**src/rtl/addsub_arbiter_if.sv**
```systemverilog
// Requester/consumer bus for the shared adder-subtractor arbiter.
// Optional feature macro: ADDSUB_ARB_OVF_EN adds the res_ovf signal.
interface addsub_arbiter_if #(
  parameter int N    = 4,
  parameter int NREQ = 4
);
  localparam int IDW = (NREQ > 1) ? $clog2(NREQ) : 1;

  logic [NREQ-1:0]   req;
  logic [NREQ-1:0]   op;
  logic [NREQ*N-1:0] a;
  logic [NREQ*N-1:0] b;
  logic [NREQ-1:0]   gnt;
  logic              res_valid;
  logic              res_ready;
  logic [IDW-1:0]    res_id;
  logic [N-1:0]      res_s;
  logic              res_cout;
`ifdef ADDSUB_ARB_OVF_EN
  logic              res_ovf;
`endif

`ifdef ADDSUB_ARB_OVF_EN
  modport master (
    output req, op, a, b, res_ready,
    input  gnt, res_valid, res_id, res_s, res_cout, res_ovf
  );
  modport slave (
    input  req, op, a, b, res_ready,
    output gnt, res_valid, res_id, res_s, res_cout, res_ovf
  );
`else
  modport master (
    output req, op, a, b, res_ready,
    input  gnt, res_valid, res_id, res_s, res_cout
  );
  modport slave (
    input  req, op, a, b, res_ready,
    output gnt, res_valid, res_id, res_s, res_cout
  );
`endif
endinterface

```
**src/rtl/addsub_arbiter.sv**
```systemverilog
// Round-robin arbiter sharing one ripple-carry adder-subtractor among NREQ
// requesters, returning a registered result tagged with the requester id.
// Optional feature macro: ADDSUB_ARB_OVF_EN enables the signed overflow flag.
module addsub_arbiter #(
  parameter int N    = 4,
  parameter int NREQ = 4
) (
  input  logic              clk,
  input  logic              rst_n,
  addsub_arbiter_if.slave   bus
);
  localparam int IDW = (NREQ > 1) ? $clog2(NREQ) : 1;

  typedef enum logic {IDLE, RESP} state_t;

  state_t         state;
  logic [IDW-1:0] ptr;
  logic [IDW-1:0] res_id_q;
  logic [N-1:0]   res_s_q;
  logic           res_cout_q;
`ifdef ADDSUB_ARB_OVF_EN
  logic           res_ovf_q;
`endif

  logic            can_accept;
  logic            grant_any;
  logic [IDW-1:0]  gnt_idx;
  logic [IDW-1:0]  idx_c;
  logic [NREQ-1:0] gnt_c;
  logic [N-1:0]    op_a;
  logic [N-1:0]    op_b;
  logic            op_sub;
  logic [N-1:0]    sum_c;
  logic            carry;
  logic            cout_c;
  logic            ovf_c;

  // Grants are blocked while in reset so nothing is accepted that would be discarded.
  assign can_accept = rst_n & ((state == IDLE) | bus.res_ready);

  // Round-robin search starting just after the last granted index.
  always_comb begin
    grant_any = 1'b0;
    gnt_idx   = ptr;
    idx_c     = ptr;
    gnt_c     = '0;
    if (can_accept) begin
      for (int k = 1; k <= NREQ; k++) begin
        idx_c = IDW'((int'(ptr) + k) % NREQ);
        if (!grant_any && bus.req[idx_c]) begin
          grant_any = 1'b1;
          gnt_idx   = idx_c;
        end
      end
    end
    if (grant_any) gnt_c[gnt_idx] = 1'b1;
  end

  // Shared datapath: operand mux, B inversion and ripple-carry chain.
  always_comb begin
    op_a   = bus.a[int'(gnt_idx)*N +: N];
    op_sub = bus.op[gnt_idx];
    op_b   = bus.b[int'(gnt_idx)*N +: N] ^ {N{op_sub}};
    sum_c  = '0;
    carry  = op_sub;
    for (int i = 0; i < N; i++) begin
      sum_c[i] = op_a[i] ^ op_b[i] ^ carry;
      carry    = (op_a[i] & op_b[i]) | (carry & (op_a[i] ^ op_b[i]));
    end
    cout_c = carry;
    ovf_c  = (op_a[N-1] == op_b[N-1]) & (sum_c[N-1] != op_a[N-1]);
  end

  // Result register, round-robin pointer and the IDLE/RESP state machine.
  always_ff @(posedge clk or negedge rst_n) begin
    if (!rst_n) begin
      state      <= IDLE;
      ptr        <= IDW'(NREQ - 1);
      res_id_q   <= '0;
      res_s_q    <= '0;
      res_cout_q <= 1'b0;
`ifdef ADDSUB_ARB_OVF_EN
      res_ovf_q  <= 1'b0;
`endif
    end else begin
      if (grant_any) begin
        ptr        <= gnt_idx;
        res_id_q   <= gnt_idx;
        res_s_q    <= sum_c;
        res_cout_q <= cout_c;
`ifdef ADDSUB_ARB_OVF_EN
        res_ovf_q  <= ovf_c;
`endif
      end
      case (state)
        IDLE: if (grant_any) state <= RESP;
        RESP: if (!grant_any && bus.res_ready) state <= IDLE;
        default: state <= IDLE;
      endcase
    end
  end

  assign bus.gnt       = gnt_c;
  assign bus.res_valid = (state == RESP);
  assign bus.res_id    = res_id_q;
  assign bus.res_s     = res_s_q;
  assign bus.res_cout  = res_cout_q;
`ifdef ADDSUB_ARB_OVF_EN
  assign bus.res_ovf   = res_ovf_q;
`else
  logic unused_ovf;
  assign unused_ovf = ovf_c;
`endif
endmodule

```
**src/flat_wrapper.sv**
```systemverilog
// flat-port wrapper written by rule: the top's interface ports become plain ports
module addsub_arbiter_flat 
#(
  parameter int N    = 4,
  parameter int NREQ = 4
)
  (clk, rst_n, bus_req, bus_op, bus_a, bus_b, bus_res_ready, bus_gnt, bus_res_valid, bus_res_id, bus_res_s, bus_res_cout);
  addsub_arbiter_if #(.N(N), .NREQ(NREQ)) bus_i ();
  input  logic clk;
  input  logic rst_n;
  input wire logic [$bits(bus_i.req)-1:0] bus_req;
  input wire logic [$bits(bus_i.op)-1:0] bus_op;
  input wire logic [$bits(bus_i.a)-1:0] bus_a;
  input wire logic [$bits(bus_i.b)-1:0] bus_b;
  input wire logic [$bits(bus_i.res_ready)-1:0] bus_res_ready;
  output wire logic [$bits(bus_i.gnt)-1:0] bus_gnt;
  output wire logic [$bits(bus_i.res_valid)-1:0] bus_res_valid;
  output wire logic [$bits(bus_i.res_id)-1:0] bus_res_id;
  output wire logic [$bits(bus_i.res_s)-1:0] bus_res_s;
  output wire logic [$bits(bus_i.res_cout)-1:0] bus_res_cout;
  assign bus_i.req = bus_req;
  assign bus_i.op = bus_op;
  assign bus_i.a = bus_a;
  assign bus_i.b = bus_b;
  assign bus_i.res_ready = bus_res_ready;
  assign bus_gnt = bus_i.gnt;
  assign bus_res_valid = bus_i.res_valid;
  assign bus_res_id = bus_i.res_id;
  assign bus_res_s = bus_i.res_s;
  assign bus_res_cout = bus_i.res_cout;
  addsub_arbiter #(.N(N), .NREQ(NREQ)) u_core (.clk(clk), .rst_n(rst_n), .bus(bus_i));
endmodule
```
**config.mk**
```make
export PLATFORM = sky130hd
export DESIGN_NAME = addsub_arbiter_flat
export DESIGN_NICKNAME = d
export VERILOG_FILES = /design/src/rtl/addsub_arbiter_if.sv /design/src/rtl/addsub_arbiter.sv /design/src/flat_wrapper.sv
export SDC_FILE = /design/constraint.sdc
export NUM_CORES = 1
export LEC_CHECK = 0
export ABC_AREA = 1
export CELL_PAD_IN_SITES_DETAIL_PLACEMENT = 1
export CELL_PAD_IN_SITES_GLOBAL_PLACEMENT = 1
export CORE_ASPECT_RATIO = 0.5
export CORE_MARGIN = 5
export CORE_UTILIZATION = 26
export DETAILED_ROUTE_END_ITERATION = 10
export PLACE_DENSITY_LB_ADDON = 0.3
export SLEW_MARGIN = 20
export SYNTH_ARGS = -nofsm -noshare
export SYNTH_HDL_FRONTEND = slang
export SYNTH_SLANG_ARGS = --single-unit
```
**constraint.sdc**
```tcl
create_clock -name clk -period 3.5 [get_ports clk]
set_input_delay 1.05 -clock clk [delete_from_list [all_inputs] [get_ports clk]]
set_output_delay 1.05 -clock clk [all_outputs]
set_load 0.1 [all_outputs]
```
==> Yosys cells after proc, flatten, opt, wreduce, memory -nomap -nowiden <==
Index checks and enable logic that the tools add are counted.
{ "totals": {"reg_bits": 10, "inputBits": 43, "out_inout_bits": 12, "wordCells": 79} }
{ "op_classes": {"add_sub_neg": 4, "magnitude_cmp": 6, "shift": 2, "muxes": 29, "bitwise_logic": 24, "n_reduce_logical": 9} }
{ "ops": {"columns": ["cell", "n"], "rows": [
  ["16-bit by 5-bit indexed part select with 4-bit output", 2],
  ["1-bit two-way mux", 16],
  ["2-bit by 3-bit < comparator with 1-bit output (second input constant)", 5],
  ["1-bit binary-select mux with 2-bit select", 5],
  ["2-bit two-way mux", 5],
  ["1-bit AND", 9],
  ["1-bit bitwise XOR", 8],
  ["1-bit logical AND", 5],
  ["1-bit bitwise OR", 5],
  ["2-bit by 1-bit adder with 2-bit output (second input constant)", 2],
  ["2-bit adder (second input constant)", 2],
  ["1-bit zero test", 4],
  ["4-bit two-way mux", 1],
  ["4-bit bitwise XOR", 1],
  ["1-bit demux with 2-bit select", 1],
  ["2-bit by 1-bit greater-or-equal comparator with 1-bit output (second input constant)", 1],
  ["1-bit case mux with 2 select lines", 1],
  ["1-bit inverter", 1]
]} }

==> Longest topological paths before layout <==
Gate-level depths: netlist of the first run.
{ "depth": {"depth_word": 29, "mapped_depth": 22, "mapped_depth_nobuf": 21} }

==> Least setup slack after synthesis of the first run <==
No wires, ideal clock.
{ "synth_path": {"path_kind": "input -> output", "startpoint": "in bus_req[0]", "endpoint": "out bus_gnt[2]", "arrival_ns": 3.256, "t_required_ns": 2.450, "slack_ns": -0.806, "path_stages": 10, "path_buffers": 1, "path_cell_list": "nand2_1 > nand2_2 > nor2_1 > nand3_2 > nand2_1 > nor2_2 > a21oi_4 > buf_6 > nand2_1 > nor2_1"} }
{ "synth_between": {"elab_chain_len": 21, "word_cells_on_any_way": 33, "cone_classes": "order compare: 2; mux: 24; reduce/logical: 7"} }
{ "synth_rtl": {"columns": ["item", "line_no", "text"], "rows": [
  ["start: declaration", "flat_wrapper.sv:11", "input wire logic [$bits(bus_i.req)-1:0] bus_req;"],
  ["1-bit binary-select mux with 2-bit select", "addsub_arbiter.sv:50", "if (!grant_any && bus.req[idx_c]) begin"],
  ["1-bit two-way mux (implied by the code)", "addsub_arbiter.sv:50", null],
  ["1-bit two-way mux", "addsub_arbiter.sv:50", null],
  ["1-bit two-way mux", "addsub_arbiter.sv:47", "if (can_accept) begin"],
  ["1-bit zero test", "addsub_arbiter.sv:50", null],
  ["1-bit logical AND", "addsub_arbiter.sv:50", null],
  ["1-bit two-way mux", "addsub_arbiter.sv:50", null],
  ["1-bit two-way mux", "addsub_arbiter.sv:47", null],
  ["[... 5 more ...]", null, null],
  ["1-bit logical AND", "addsub_arbiter.sv:50", null],
  ["2-bit two-way mux", "addsub_arbiter.sv:50", null],
  ["2-bit two-way mux", "addsub_arbiter.sv:47", null],
  ["2-bit by 3-bit < comparator with 1-bit output (implied by the code) or 2-bit by 1-bit greater-or-equal comparator with 1-bit output (tied branches)", "addsub_arbiter.sv:56", "if (grant_any) gnt_c[gnt_idx] = 1'b1;"],
  ["1-bit logical AND (implied by the code)", "addsub_arbiter.sv:56", null],
  ["1-bit two-way mux (implied by the code)", "addsub_arbiter.sv:56", null],
  ["1-bit demux with 2-bit select", null, null],
  ["4-bit two-way mux (*)", "addsub_arbiter.sv:56", null],
  ["end: declaration", "flat_wrapper.sv:16", "output wire logic [$bits(bus_i.gnt)-1:0] bus_gnt;"]
]} }
Every way passes the cells marked *; elsewhere a longest branch is shown, timed or not. The select of a mux whose other input is x is not followed.

==> Final worst setup path of the first run <==
{ "layout_path": {"startpoint": "in bus_req[1]", "endpoint": "reg u_core.res_s_q[3], in the netlist u_core.bus.res_s[3]"} }
{ "layout_between": {"elab_chain_len": 27, "word_cells_on_any_way": 46, "cone_classes": "shift: 2; mux: 23; bitwise: 15; reduce/logical: 6"} }
{ "layout_rtl": {"columns": ["item", "line_no", "text"], "rows": [
  ["1-bit binary-select mux with 2-bit select", "addsub_arbiter.sv:50", null],
  ["1-bit two-way mux (implied by the code)", "addsub_arbiter.sv:50", null],
  ["1-bit two-way mux", "addsub_arbiter.sv:50", null],
  ["1-bit two-way mux", "addsub_arbiter.sv:47", null],
  ["1-bit zero test", "addsub_arbiter.sv:50", null],
  ["1-bit logical AND", "addsub_arbiter.sv:50", null],
  ["1-bit two-way mux", "addsub_arbiter.sv:50", null],
  ["1-bit two-way mux", "addsub_arbiter.sv:47", null],
  ["[... 3 more ...]", null, null],
  ["1-bit two-way mux", "addsub_arbiter.sv:47", null],
  ["1-bit zero test", "addsub_arbiter.sv:50", null],
  ["1-bit logical AND", "addsub_arbiter.sv:50", null],
  ["2-bit two-way mux (*)", "addsub_arbiter.sv:50", null],
  ["2-bit two-way mux (*)", "addsub_arbiter.sv:47", null],
  ["parallel branches: the longest is 10 deep, another holds 16-bit by 5-bit indexed part select with 4-bit output", null, null],
  ["1-bit bitwise XOR (*)", "addsub_arbiter.sv:67", "sum_c[i] = op_a[i] ^ op_b[i] ^ carry;"],
  ["named net u_core.sum_c[3]", "addsub_arbiter.sv:33", "logic [N-1:0] sum_c;"],
  ["end signal: assignment", "addsub_arbiter.sv:89", "res_s_q <= sum_c;"],
  ["end: declaration", "addsub_arbiter.sv:19", "logic [N-1:0] res_s_q;"]
]} }
Mark *: on every way through the listed nets, which the timed path passes. The select of a mux whose other input is x is not followed.
A chain may end at the register's enable or synchronous reset.

==> results of run 1 <==
==> worst min-delay path by stage <==
stage | to | slack, ns | depth (start not counted)
after floorplan | u_core.bus.res_cout | 0.75 | 0
final | u_core.bus.res_s[1] | 0.50 | 2
after global routing | u_core.bus.res_cout | 0.51 | 2
after CTS | u_core.bus.res_s[0] | 0.49 | 2
after global placement | u_core.bus.res_id[1] | 0.47 | 2
after detailed placement | u_core.bus.res_s[0] | 0.47 | 2
==> cell usage after synthesis, types with 4 or more instances <==
master / count / share of area [%]
nand2_1: 81 / 24
nand3_1: 25 / 9.7
inv_1: 14 / 4.1
nand2_2: 13 / 6.3
nor2_1: 12 / 3.5
dfrtp_1: 8 / 16
buf_6: 6 / 5.3
o21ai_0: 5 / 1.9
nand3b_1: 4 / 2.3
==> final cells by class <==
type | instances | share of cell area [%]
tap | 70 | 3.35
multi-input combinational | 169 | 47.9
clock buffer | 4 | 2.10
inverter | 19 | 3.30
sequential | 10 | 9.80
timing repair buffer | 86 | 33.3
timing repair inverter | 1 | 0.239
==> per-layer routing <==
metal	track usage [%]	routed length [um]
met4	1.60	21
met3	2.16	193
met2	31.4	2880
met1	19.6	2170
met5	0	0
==> per-stage QoR <==
step / TNS, ns / utilization [%] / hold WS (ns)
2_1_floorplan: -0.0589 / - / 0.754
5_1_grt: -0.517 / 54.0 / 0.512
3_5_place_dp: -4.50 / 44.7 / 0.472
3_3_place_gp: -3.88 / 44.7 / 0.468
4_1_cts: -0.100 / 50.2 / 0.487
6_report: -0.0368 / 54.0 / 0.499
==> state kept, by name, indices dropped and copies added (netlist names) <==
register,count
u_core.bus.res_valid,1
u_core.ptr,2
u_core.bus.res_id,2
u_core.bus.res_cout,1
u_core.bus.res_s,4
==> cells by family after synthesis <==
kind of cell / after synthesis / synth area share, %
simple gates: 145 / 54.4
buf+inv: 25 / 11.6
compound gates: 16 / 7.60
flops: 10 / 19.7
xor+xnor: 3 / 2.05
fa+ha+maj: 3 / 4.68
==> critical path, stage by stage <==
cell and delay [ns]:
buf_8 0.11, nand2_4 0.08, nand2_8 0.07, nand2_4 0.07, nand2_2 0.06, inv_2 0.08
nand2_1 0.06, nand2_1 0.08, nand2_2 0.08, nand2_2 0.10, nand2_4 0.08, buf_4 0.14
nand3_2 0.09, nand2_4 0.07, nand2_2 0.07, nand2_2 0.06, fa_2 0.38, fa_2 0.35
fa_1 0.45, nand2_1 0.08, nand2_1 0.05
==> what timing repair did <==
action | 4_1_cts | 5_1_grt
resized for setup | 60 | 31
gates cloned | 3 | 0
setup buffers | 6 | 7
endpoints found under the setup margin | 7 | 6
pin swaps | 30 | 24
==> impl_metrics.json, run 1 <==
{
  "status": "complete, but fails checks",
  "violations": "setup timing",
  "worstSetupEndpointType": "flop",
  "core_area_um2": 4840,
  "grt_usage_pct": 16.1,
  "antenna_cells": 0,
  "syn_inst": 202,
  "yosys.cell_types.count": 25,
  "drc": 0,
  "syn_nets": 248,
  "ys_async_sr_fraction_pct": 100,
  "layout_common_cells": "53 x nand2_1, 36 x clkdlybuf4s50_1, 30 x buf_4",
  "die_w_um": 109,
  "maxSlewViolCount": 0,
  "relSlewSlack_pct": 80.2,
  "setup_viol": 1,
  "syn2layout_area_growth_pct": 104,
  "n_fill_cell": 589,
  "clock-skew-final_ns": 0.00237,
  "synth_area_um2": 1280,
  "drive_gt1_share_pct": 45.3,
  "clk_latency_ns": 0.24,
  "synth_warnings": 0,
  "hold_viol_final": 0,
  "numClockSinks": 10,
  "period_needed_ns": 3.54,
  "num_io_pins": 55,
  "cts_buffer_depth": 2,
  "placed_area_um2": 2160,
  "crit_path_max_fanout": 6,
  "place.gp.congestion": 0.781,
  "routed_wl_mm": 5.26,
  "first_pass_iters": 4,
  "crit_start": "bus_req[1]",
  "ff2ff_setup_slack_ns": 0.04,
  "dpl.cell_count": 339,
  "h-tree-depth": 1,
  "dp_hpwl_mm": 3.65,
  "row_count": 18,
  "synth_edf_count": 0,
  "r2r-start": "u_core.ptr[1]",
  "cts_hold_buf": 0,
  "ys.flop_type": "dfrtp_1",
  "portBuffers": 54,
  "finalNonFillerCells": 359,
  "path_class": "in2reg",
  "dieArea_um2": 6530,
  "global_route.overflow_total": 0,
  "numCtsBuffers": 3,
  "place_ws_ns": -0.782,
  "fin_ws_ns": -0.0368,
  "clkTransAtPathRegs_ns": 0.05,
  "via_per_inst": 4.60,
  "die_y_um": 59.7,
  "r2r-end": "u_core.bus.res_s[3]",
  "rsz0062_at_grt": "true",
  "grt_max_degree": 11,
  "drt_iter0_drc": 32,
  "ys_seq_area_share_pct": 19.7,
  "rr_worst_depth": 21,
  "ys_ff_latch": 10,
  "grt_pass1_wl_mm": 8.43,
  "min_period_over_period_pct": 101,
  "multi_input_area_um2": 1250,
  "cts_tree": "yes",
  "wire_per_inst_um": 14.6,
  "initial_utilization_pct": 26.5,
  "crit_arrival_ns": 3.67,
  "tightest_slew_ns": 0.298,
  "cts_root_buf": "clkbuf_8",
  "final_common_cell": "nand2_1",
  "final_area_um2": 2620,
  "hold_start": "u_core.bus.res_s[1]",
  "syn_avg_cell_area_um2": 6.36,
  "grt_pass1_vias": 1804,
  "required_ns": 3.63,
  "clock.fmax_mhz": 283,
  "seqCellArea_um2": 256,
  "antenna_found_initial": 0,
  "endpoint": "u_core.bus.res_s[3]",
  "antenna_left": 0,
  "maxCapViolCount": 0,
  "vias": 1653,
  "critPathLaunchType": "primary input",
  "hold_class": "reg2reg",
  "num-nets-final": 336
}
Power of run 1 is not shown: default switching activity piles up to over one toggle a cycle in this logic, so the estimate is an artifact.
==> run 2: changes to the inputs <==
--- a/config.mk
+++ b/config.mk
@@ -8,10 +8,11 @@
 export ABC_AREA = 1
 export CELL_PAD_IN_SITES_DETAIL_PLACEMENT = 1
 export CELL_PAD_IN_SITES_GLOBAL_PLACEMENT = 1
-export CORE_ASPECT_RATIO = 0.5
+export CORE_ASPECT_RATIO = 1.5
 export CORE_MARGIN = 5
 export CORE_UTILIZATION = 26
 export DETAILED_ROUTE_END_ITERATION = 10
+export GPL_ROUTABILITY_DRIVEN = 0
 export PLACE_DENSITY_LB_ADDON = 0.3
 export SLEW_MARGIN = 20
 export SYNTH_ARGS = -nofsm -noshare
==> impl_metrics.json, run 2 (synthesized netlist as in run 1, its figures left out) <==
{
  "min_period_over_period_pct": 104,
  "via_per_inst": 4.79,
  "layout_common_cells": "50 x nand2_1, 43 x buf_4, 36 x clkdlybuf4s50_1",
  "clkTransAtPathRegs_ns": 0.05,
  "status": "complete, but fails checks",
  "num-nets-final": 353,
  "hold_class": "reg2reg",
  "grt_usage_pct": 18.5,
  "clock.fmax_mhz": 276,
  "wl_met3_um": 161,
  "dp_hpwl_mm": 4.05,
  "crit_arrival_ns": 2.58,
  "ff2ff_setup_slack_ns": -0.05,
  "drive_gt1_share_pct": 50.7,
  "antenna_left": 0,
  "period_needed_ns": 3.63,
  "violations": "setup timing",
  "antenna_cells": 0,
  "numClockSinks": 10,
  "syn2layout_area_growth_pct": 119,
  "die_y_um": 96.1,
  "path_class": "in2out",
  "met1_length_mm": 2.02,
  "maxCapViolCount": 0,
  "die_w_um": 67.4,
  "vias": 1783,
  "row_count": 31,
  "cts_buffer_depth": 2,
  "grt_pass1_wl_mm": 9.08,
  "setup_tns_ns": -0.512,
  "routed_wl_mm": 6.30,
  "final_core_utilization_pct": 58.6,
  "required_ns": 2.45,
  "first_pass_iters": 4,
  "num_io_pins": 55,
  "global_route.overflow_total": 0,
  "met2_length_mm": 3.97,
  "wire_per_inst_um": 16.9,
  "final_common_cell": "nand2_1",
  "highest_layer": "met4",
  "drt_iter0_drc": 54,
  "initial_utilization_pct": 26.7,
  "critPathLaunchType": "primary input",
  "cts_root_buf": "clkbuf_8",
  "maxSlewViolCount": 0,
  "n_fill_cell": 594,
  "dieArea_um2": 6470,
  "grt_pass1_vias": 1964,
  "core_area_um2": 4810,
  "portBuffers": 54,
  "hold_viol_final": 0,
  "cts_tree": "yes",
  "rsz0062_at_grt": "true",
  "grt_max_degree": 12,
  "clk_latency_ns": 0.24,
  "crit_path_max_fanout": 6,
  "antenna_found_initial": 0,
  "fin_ws_ns": -0.126,
  "drc": 0,
  "setup_viol": 6,
  "relSlewSlack_pct": 81.1,
  "worstSetupEndpointType": "output port",
  "h-tree-depth": 1,
  "clock-skew-final_ns": 0.00217,
  "largest_reg_flops": 4,
  "numCtsBuffers": 3,
  "tightest_slew_ns": 0.287
}
[run 2: cell types whose count changed in the layout (fill, tap and decap cells not counted), sizes merged]
cell   delta
buf      +19
inv       -1
nand2     -1
[run 2: layout make-up]
type,instances,area [um^2],area share [%]
multi-input cells,168,1310,46.4
repair buffers,105,1050,37.1
flip-flops and latches,10,253,8.97
inverters,19,83.8,2.98
well taps,66,82.6,2.93
clock buffers,4,45.0,1.60
[run 2: repair_timing]
action / CTS / global route
buffers inserted: 20 / 13
pin swaps: 51 / 36
endpoints found under the setup margin: 8 / 6
hold buffers: 0 / 0
hold endpoints to repair: 0 / 0
gates cloned: 1 / 0
gates resized for setup: 63 / 38
[run 2: path summary, 6_finish.rpt]
| path | start | to | cells past startpoint |
|---|---|---|---|
| worst min register to register | u_core.bus.res_id[1] | u_core.bus.res_id[1] | 2 |
| max in group asynchronous | rst_n | u_core.ptr[0] | 2 |
| worst max-delay path | bus_req[0] | bus_gnt[3] | 14 |
| worst max register to register | u_core.ptr[1] | u_core.bus.res_s[3] | 21 |
| worst min-delay path | u_core.bus.res_id[1] | u_core.bus.res_id[1] | 2 |
| min in group asynchronous | rst_n | u_core.bus.res_s[1] | 2 |
[run 2: critical path, cell delays in order]
cell and delay, ns:
buf_8 0.11, inv_2 0.05, nand2_2 0.06, nand3_2 0.10, nand2_2 0.08, nand3_4 0.13
nand3_4 0.12, nand2_8 0.12, nand2_8 0.08, buf_4 0.14, buf_6 0.12, buf_8 0.13
nor2_4 0.10, buf_12 0.18
[run 2: metrics by stage]
stage          std cells  cell area (um^2)  hold slack [ns]  setup slack (ns)
3_3_place_gp         336              2190            0.471            -0.670
4_1_cts              361              2570            0.484           -0.0853
5_1_grt              372              2820            0.500            -0.228
2_1_floorplan        202              1430            0.754           -0.0387
6_report             372              2820            0.484            -0.126
3_5_place_dp         336              2190            0.471            -0.786
[run 2: per-layer routing]
metal / GRT usage, % / up-vias
met5: 0 / -
met2: 38.5 / 45
li1: - / 856
met4: 8.12 / 0
met1: 17.2 / 868
met3: 1.75 / 14
Power of run 2 is left out for the same reason.
